### config.mk
export PLATFORM = sky130hd
export DESIGN_NAME = gated_combine_pipe
export DESIGN_NICKNAME = d
export VERILOG_FILES = /design/src/rtl/gated_combine_pipe.sv
export SDC_FILE = /design/constraint.sdc
export NUM_CORES = 1
export LEC_CHECK = 0
export ABC_AREA = 1
export CORE_MARGIN = 8
export CORE_UTILIZATION = 55
export CTS_BUF_LIST = sky130_fd_sc_hd__clkbuf_4 sky130_fd_sc_hd__clkbuf_8
export CTS_CLUSTER_SIZE = 30
export DETAILED_ROUTE_END_ITERATION = 10
export GPL_ROUTABILITY_DRIVEN = 0
export PLACE_DENSITY_LB_ADDON = 0.05
export SYNTH_ARGS = -nofsm -noshare
export SYNTH_HDL_FRONTEND = slang
export SYNTH_SLANG_ARGS = --single-unit
### constraint.sdc
create_clock -name clk -period 2 [get_ports clk]
set_clock_uncertainty 0.05 [all_clocks]
set_input_delay 0.5 -clock clk [delete_from_list [all_inputs] [get_ports clk]]
set_output_delay 0.5 -clock clk [all_outputs]
set_load 0.01 [all_outputs]
### src/rtl/gated_combine_pipe.sv
// gated_combine_pipe: per-lane A/D combine feeding a DEPTH-stage valid/ready pipeline with saturating nonzero counters.
module gated_combine_pipe #(
  parameter int WIDTH    = 8,
  parameter int CHANNELS = 4,
  parameter int DEPTH    = 2,
  parameter int CNT_W    = 16
) (
  input  logic                        clk,
  input  logic                        reset,
  input  logic                        in_valid,
  output logic                        in_ready,
  input  logic [CHANNELS*WIDTH-1:0]   in_a,
  input  logic [CHANNELS*WIDTH-1:0]   in_d,
  input  logic [1:0]                  mode,
  input  logic [CHANNELS-1:0]         ch_en,
  output logic                        out_valid,
  input  logic                        out_ready,
  output logic [CHANNELS*WIDTH-1:0]   out_data,
  output logic [CHANNELS-1:0]         out_nonzero,
  input  logic                        clear_cnt,
  output logic [CHANNELS*CNT_W-1:0]   nz_count,
  output logic                        busy
);
  localparam int CW = CHANNELS*WIDTH;
  localparam int PW = DEPTH*CW;

  logic [CW-1:0]    comb;
  logic [DEPTH-1:0] v, ld, src_v;
  logic [PW-1:0]    pipe, src_d;

  always_comb begin
    comb = '0;
    for (int k = 0; k < CHANNELS; k++)
      comb[k*WIDTH +: WIDTH] = !ch_en[k] ? '0 :
        mode == 2'd0 ? in_a[k*WIDTH +: WIDTH] & in_d[k*WIDTH +: WIDTH] :
        mode == 2'd1 ? in_a[k*WIDTH +: WIDTH] | in_d[k*WIDTH +: WIDTH] :
        mode == 2'd2 ? in_a[k*WIDTH +: WIDTH] ^ in_d[k*WIDTH +: WIDTH] :
                       in_a[k*WIDTH +: WIDTH];
  end

  // A stage can take a new beat unless it and every stage after it are full with the sink stalled.
  genvar i;
  generate
    for (i = 0; i < DEPTH; i++) begin : g_ld
      assign ld[i] = out_ready | ~&v[DEPTH-1:i];
    end
  endgenerate

  assign src_v     = DEPTH'({v, in_valid});
  assign src_d     = PW'({pipe, comb});
  assign in_ready  = ld[0];
  assign out_valid = v[DEPTH-1];
  assign out_data  = pipe[PW-1 -: CW];
  assign busy      = |v;

  always_ff @(posedge clk or negedge reset)
    if (!reset) begin
      v    <= '0;
      pipe <= '0;
    end else begin
      for (int s = 0; s < DEPTH; s++)
        if (ld[s]) begin
          v[s] <= src_v[s];
          if (src_v[s]) pipe[s*CW +: CW] <= src_d[s*CW +: CW];
        end
    end

  always_comb begin
    out_nonzero = '0;
    for (int k = 0; k < CHANNELS; k++)
      out_nonzero[k] = |out_data[k*WIDTH +: WIDTH];
  end

  always_ff @(posedge clk or negedge reset)
    if (!reset) nz_count <= '0;
    else if (clear_cnt) nz_count <= '0;
    else if (out_valid & out_ready) begin
      for (int k = 0; k < CHANNELS; k++)
        if (out_nonzero[k] && !(&nz_count[k*CNT_W +: CNT_W]))
          nz_count[k*CNT_W +: CNT_W] <= nz_count[k*CNT_W +: CNT_W] + CNT_W'(1);
    end
endmodule
==> metrics.yaml, run 1 <==
sta:
  slew_headroom_pct: 70.5
  fin_crit_ns: 1.98
  fmax_ghz: 0.504
  tightest_slew_ns: 0.442
  slew_violations: 0
  post-route-period-util_pct: 99.2
  hold_violations: 0
  rsz0062_at_grt: "yes"
  tns_ns: 0
  setup_viol: 0
  worst_slack_ns: 0.0162
cells_and_area:
  seqCellArea_um2: 3290
  drive_above_1_share_pct: 16.0
  antenna_cells: 0
  areaGrowthSynthToFinish_pct: 31.6
  fin_nets: 1627
  stdcell_count: 1717
  multi_input_area_um2: 5080
  fillers: 1315
setup_path:
  crit_chain: "nor2_1 > nand2_1 > nor2_2 > buf_6 > inv_4 > buf_6"
  worst-path-max-fanout: 3
  cp-start-kind: "flip-flop"
  cp.arrival_ns: 1.43
  endpoint_kind: "output port"
  crit_slowest_cell: "dfrtp_1"
  worstPathRequired_ns: 1.45
  crit_path_max_incr_delay_ns: 0.40
  worstSetupPathType: "reg -> out"
  cpMostUsedCell: "buf_6"
outcome:
  outcome: "complete, no violations"
synth:
  netlist_area_um2: 9330
  synth_cell_types: 32
  async_flop_share_pct: 100
  yosysWarningCount: 0
  synth_area_per_cell_um2: 7.34
  synth_top_area_share_pct: 34.9
  synth-seq-cells: 130
  ys.flop_type: "dfrtp_1"
  synthCells: 1271
  synth_area_leaders: "dfrtp_1 35%, nand2_1 11%, ha_1 9.1%, nand3_1 8.8%, nor2_1 8.0%"
  yosysMostFrequentCell: "nand2_1"
  synth_nets: 1414
  yosysSeqAreaShare_pct: 34.9
  synth_top_area_cell: "dfrtp_1"
  synth_edf_count: 0
  synthTopCellsByCount: "283 x nand2_1, 198 x nor2_1, 164 x nand3_1"
clock_network:
  clk_pin_slew_ns: 0.09
  htreeDepth: 4
  cts_tree: "built"
  clock-sinks: 130
  clockBufferDepth: 2
  clkLatencyLatePin_ns: 0.43
  clock-root-buffer: "clkbuf_8"
  cts-buffers-inserted: 17
  cts_hold_repair.buffers: 0
power:
  p_leak_nw: 6.37
  p_total_w: 0.00769
  p_per_area_nw_per_um2: 626
  peakVddDrop_v: 0.000340
die:
  dieArea_um2: 21400
  die-height_um: 146
  initial_core_util_pct: 56.3
  top_level_ports: 178
  die_w_um: 146
  rows: 47
  coreArea_um2: 16600
drt:
  avgRoutedWirePerCell_um: 14.3
  antenna_left: 0
  viasPerCell: 5.22
  dr.pass1.iters: 5
  drc: 0
  drt_iter0_drc: 549
  finalWirelength_um: 24500
  num_vias: 8964
global_route:
  use_met3_pct: 4.94
  grt_max_degree: 68
  grt_usage_pct: 22.8
  grt_use_met2_pct: 38.5
  grt_pass1_wl_um: 41100
  grtUsageMet1_pct: 28.6
  antenna_found_initial: 0
  grt_pass1_vias: 8604
  busiest_layer: "met2"
  grt_overflow: 0
place:
  dp.cells: 1634
  pre_cts_ws_ns: -0.314
  hpwlAfterDp_um: 17800
  io_buffers: 177
job:
  cap_violations: 0
hold_path:
  hold_class: "in -> async"
-- state kept, by name (all words and copies together), names as in the netlist --
register,cells
nz_count,64
pipe,64
v,2
-- timing repair --
item | in CTS | in global routing
setup buffers | 40 | 11
pin swaps | 7 | 9
gates resized for setup | 88 | 33
setup endpoints to repair | 69 | 40
cloned | 0 | 0
-- area by class of cell --
class / instances / share of cell area (%)
multi-input combinational: 916 / 41.4
sequential: 130 / 26.8
timing repair buffer: 275 / 21.6
clock buffer: 19 / 2.13
clock inverter: 13 / 1.43
tap: 220 / 2.24
inverter: 144 / 4.42
-- report_power, final --
| group | leakage (nW) | internal (W) | switching (W) | total [W] |
|---|---|---|---|---|
| sequential | 1.69 | 0.00289 | 0.000181 | 0.00307 |
| clock | 0.214 | 0.00132 | 0.00112 | 0.00245 |
| combinational | 4.46 | 0.00107 | 0.00111 | 0.00218 |
-- cells in the final DEF (no fill, tap or decap), types with 13 or more instances in the layout --
| cell type | count |
|---|---|
| a21oi_1 | 32 |
| nand4_1 | 23 |
| clkdlybuf4s50_1 | 118 |
| clkbuf_8 | 19 |
| inv_1 | 137 |
| dlygate4sd2_1 | 27 |
| dfrtp_1 | 103 |
| o211ai_1 | 32 |
| nor2_1 | 189 |
| buf_4 | 90 |
| ha_1 | 68 |
| dfrtp_2 | 27 |
| nand3_1 | 164 |
| o21bai_1 | 13 |
| xor2_1 | 23 |
| mux2_2 | 28 |
| nand2_1 | 282 |
| dlymetal6s2s_1 | 21 |
-- final timing paths --
kind | from | to | slack, ns | cells after the start
max | pipe[47]$_DFFE_PN0P_ | out_nonzero[1] | 0.02 | 6
min | reset | pipe[3]$_DFFE_PN0P_ | 0.006 | 2
max reg2reg | pipe[35]$_DFFE_PN0P_ | nz_count[13]$_DFFE_PN0P_ | 0.11 | 13
min reg2reg | pipe[11]$_DFFE_PN0P_ | pipe[11]$_DFFE_PN0P_ | 0.43 | 2
max in group asynchronous | reset | nz_count[46]$_DFFE_PN0P_ | 1.52 | 2
min in group clk | pipe[11]$_DFFE_PN0P_ | pipe[11]$_DFFE_PN0P_ | 0.43 | 2
-- routing by layer --
layer	part of all wire, %	up-vias
met3	6.0	22
li1	-	4500
met1	44	4161
met4	1.1	0
met5	0	-
met2	49	281
-- critical path: cells and delay by family, from the launching register on --
family,cells,cell delay (ns)
simple gates,3,0.34
flops,1,0.40
buf+inv,3,0.28
-- metrics by stage --
stage	instance area [um2]	hold slack, ns	util (%)
floorplan	9330	0.154	-
global placement	11400	0.410	68.6
detailed placement	11400	0.416	68.6
CTS	12100	0.00155	73.0
global route	12300	0.0174	74.0
finish	12300	0.00564	74.0
-- kinds of logic (layout without fill, tap and decap cells) --
| kind of cell | Yosys count | in the layout | synth area share (%) |
|---|---|---|---|
| XOR/XNOR | 25 | 25 | 2.35 |
| multiplexers | 28 | 28 | 3.38 |
| flip-flops | 130 | 130 | 34.9 |
| adder cells (fa/ha/maj) | 68 | 68 | 9.12 |
| AO/OA/AOI/OAI | 99 | 99 | 7.15 |
| buffers and inverters | 225 | 451 | 11.1 |
| AND/OR/NAND/NOR | 696 | 696 | 32.0 |
Note: power is estimated with default switching activity, not from simulation.
==> inputs of run 2 (changes only) <==
--- a/config.mk
+++ b/config.mk
@@ -5,9 +5,8 @@
 export SDC_FILE = /design/constraint.sdc
 export NUM_CORES = 1
 export LEC_CHECK = 0
-export ABC_AREA = 1
 export CORE_MARGIN = 8
-export CORE_UTILIZATION = 55
+export CORE_UTILIZATION = 53
 export CTS_BUF_LIST = sky130_fd_sc_hd__clkbuf_4 sky130_fd_sc_hd__clkbuf_8
 export CTS_CLUSTER_SIZE = 30
 export DETAILED_ROUTE_END_ITERATION = 10
==> run 2 against run 1 <==
The flow now finishes with violations (negative setup slack). Via count is 26% lower. Combinational power rose by 2%. Maximum frequency shrank 3.8%. Total power shrank 3.7%. Cell area is 6.0% lower. Final cell count decreased by 28%. Sequential share of layout area rose by 1.6 points. Clock-buffer cell count shrank 1. Flip-flop and latch count stayed put. Highest routed layer unchanged.
==> metrics.yaml, run 2 <==
outcome:
  outcome: "complete, but fails checks"
  violations: "negative setup slack"
clock_network:
  clk_pin_slew_ns: 0.09  # about the same
  cts_tree: "built"
  cts-buffers-inserted: 17  # unchanged
  htreeDepth: 4  # unchanged
  clkLatencyLatePin_ns: 0.44  # about the same
  clockBufferDepth: 2  # unchanged
  clock-sinks: 130  # unchanged
  clock-root-buffer: "clkbuf_8"
sta:
  rsz0062_at_grt: "yes"
  hold_violations: 0  # unchanged
  whs_ns: 0.453  # +0.448 ns
  post-route-period-util_pct: 103  # +3.9 points
  worst_slack_ns: -0.0616  # -0.0778 ns
  tightest_slew_ns: 0.480  # +0.0376 ns
  slew_headroom_pct: 68.0  # -2.5 points
  slew_violations: 0  # unchanged
  fmax_ghz: 0.485  # -3.8%
  fin_crit_ns: 2.06  # +0.0778 ns
  setup_viol: 2  # +2
synth:
  synth_top_area_cell: "dfrtp_1"
  synth_top_family_by_area: "multiplexers"
  synth_cell_types: 60  # +88%
  synthCells: 757  # -40%
  ys.flop_type: "dfrtp_1"
  synth_nets: 900  # -36%
  yosys.area_share.simple_pct: 13.7  # -18 points
  yosysWarningCount: 0  # unchanged
  netlist_area_um2: 8140  # -13%
  synth_edf_count: 0  # unchanged
  yosysMostFrequentCell: "dfrtp_1"
  synth_area_leaders: "dfrtp_1 40%, ha_1 10%, mux4_2 8.9%, inv_1 4.7%, mux2_2 4.7%"
  synth_area_per_cell_um2: 10.8  # +47%
  synth-seq-cells: 130  # unchanged
  synth_top_area_share_pct: 40.0  # +5.1 points
  yosysSeqAreaShare_pct: 40.0  # +5.1 points
  synthXorXnorAreaFrac_pct: 5.06  # +2.7 points
  async_flop_share_pct: 100  # unchanged
  synthTopCellsByCount: "130 x dfrtp_1, 103 x inv_1, 68 x ha_1"
  synthAdderAreaFrac_pct: 10.5  # +1.3 points
  synth_compound_area_share_pct: 7.15  # about the same
  synth.area.mux_share_pct: 14.0  # +11 points
drt:
  antenna_left: 0  # unchanged
  drc: 0  # unchanged
  viasPerCell: 5.37  # +2.8%
  avgRoutedWirePerCell_um: 16.6  # +16%
  finalWirelength_um: 20500  # -16%
  num_vias: 6642  # -26%
  drt_iter0_drc: 316  # -42%
  dr.pass1.iters: 4  # -1
cells_and_area:
  antenna_cells: 0  # unchanged
  mostFrequentLayoutCells: "137 x buf_4, 118 x dfrtp_1, 111 x clkdlybuf4s50_1"
  stdcell_area_um2: 11500  # -6.0%
  areaGrowthSynthToFinish_pct: 41.7
  fin_nets: 1179  # -28%
  drive_above_1_share_pct: 28.8  # +13 points
  top_regs: "nz_count (64), pipe (64), v (2)"
  layout_commonest_cell: "buf_4"
  stdcell_count: 1237  # -28%
setup_path:
  worstPathRequired_ns: 1.45  # about the same
  crit_slowest_cell: "dfrtp_1"
  worst-path-max-fanout: 2  # -1
  endpoint_kind: "output port"
  worstSetupPathType: "reg -> out"
  crit_chain: "nor4_4 > nand2_4 > buf_6"
  cp-start-kind: "flip-flop"
  cp.arrival_ns: 1.51  # +0.08 ns
  crit_path_max_incr_delay_ns: 0.42  # +0.02 ns
die:
  top_level_ports: 178  # unchanged
  dieArea_um2: 19600  # -8.4%
  coreArea_um2: 15100  # -9.0%
  die-height_um: 140  # -4.3%
  rows: 45  # -4.3%
  die_w_um: 140  # -4.3%
  initial_core_util_pct: 54.0  # -2.3 points
place:
  pre_cts_ws_ns: -0.448  # -0.134 ns
  post_dp_cell_area_um2: 10500  # -7.7%
  hpwlAfterDp_um: 15800  # -11%
  dp.cells: 1147  # -30%
  io_buffers: 177  # unchanged
power:
  p_leak_nw: 5.84  # -8.3%
  p_total_w: 0.00740  # -3.7%
  peakVddDrop_v: 0.000401  # +18%
  p_per_area_nw_per_um2: 641  # +2.4%
hold_path:
  hold_class: "in -> async"
global_route:
  grt_pass1_vias: 6984  # -19%
  grt_max_degree: 66  # -2.9%
  antenna_found_initial: 0  # unchanged
  grt_pass1_wl_um: 33700  # -18%
  grt_usage_pct: 21.0  # -1.8 points
  grt_overflow: 0  # unchanged
job:
  cap_violations: 0  # unchanged
## run 2: layout make-up
cell class	instances	area, um2
clock inverter	14	120
inverter	103	387
timing repair buffer	323	2970
clock buffer	18	241
fill	1027	3550
multi-input combinational	461	4320
tap	188	235
sequential	130	3270
## run 2: final timing paths
check                                startpoint                  endpoint  slack (ns)  cells after the start
min in group clk           pipe[18]$_DFFE_PN0P_      pipe[18]$_DFFE_PN0P_        0.45                      1
setup reg to reg           pipe[33]$_DFFE_PN0P_   nz_count[6]$_DFFE_PN0P_        0.05                      9
setup / recovery           pipe[46]$_DFFE_PN0P_            out_nonzero[1]       -0.06                      3
hold / removal                            reset  nz_count[14]$_DFFE_PN0P_        0.45                      2
hold reg to reg            pipe[18]$_DFFE_PN0P_      pipe[18]$_DFFE_PN0P_        0.45                      1
max in group asynchronous                 reset      pipe[59]$_DFFE_PN0P_        0.78                      3
## run 2: worst max-delay path: cells and delay by family, from the launching register on
| family | cells | cell delay (ns) |
|---|---|---|
| buffers and inverters | 1 | 0.14 |
| flip-flops | 1 | 0.42 |
| AND/OR/NAND/NOR | 2 | 0.52 |
## run 2: kinds of logic (layout without fill, tap and decap cells)
group                    Yosys count  after routing
AND/OR/NAND/NOR                  204            204
buffers and inverters            166            458
flip-flops                       130            130
AO/OA/AOI/OAI                     72             72
multiplexers                      70             70
adder cells (fa/ha/maj)           68             68
XOR/XNOR                          47             47
## run 2: repair_timing
item | CTS | global route
buffers inserted | 38 | 22
gates resized for setup | 83 | 47
hold endpoints to repair | 22 | 0
hold buffers | 1 | 0
setup endpoints to repair | 60 | 56
pin swaps | 8 | 10
## run 2: through the flow
stage	utilization, %	TNS, ns
detailed placement	69.6	-32.93
global route	76.5	-0.435
finish	76.5	-0.0748
floorplan	-	0
global placement	69.6	-28.23
CTS	74.5	-0.248
## run 2: per-layer routing
metal  track usage, %  wire length [um]  up-vias
li1                 -                 -     3163
met1             24.3              8580     3272
met2             37.3             10600      180
met3             5.03               976       27
met4             7.26               359        0
met5                0                 0        -
## run 2: power by group
part / switching, W / internal, W
clock: 0.00115 / 0.000906
combinational: 0.000935 / 0.00128
sequential: 0.000248 / 0.00288
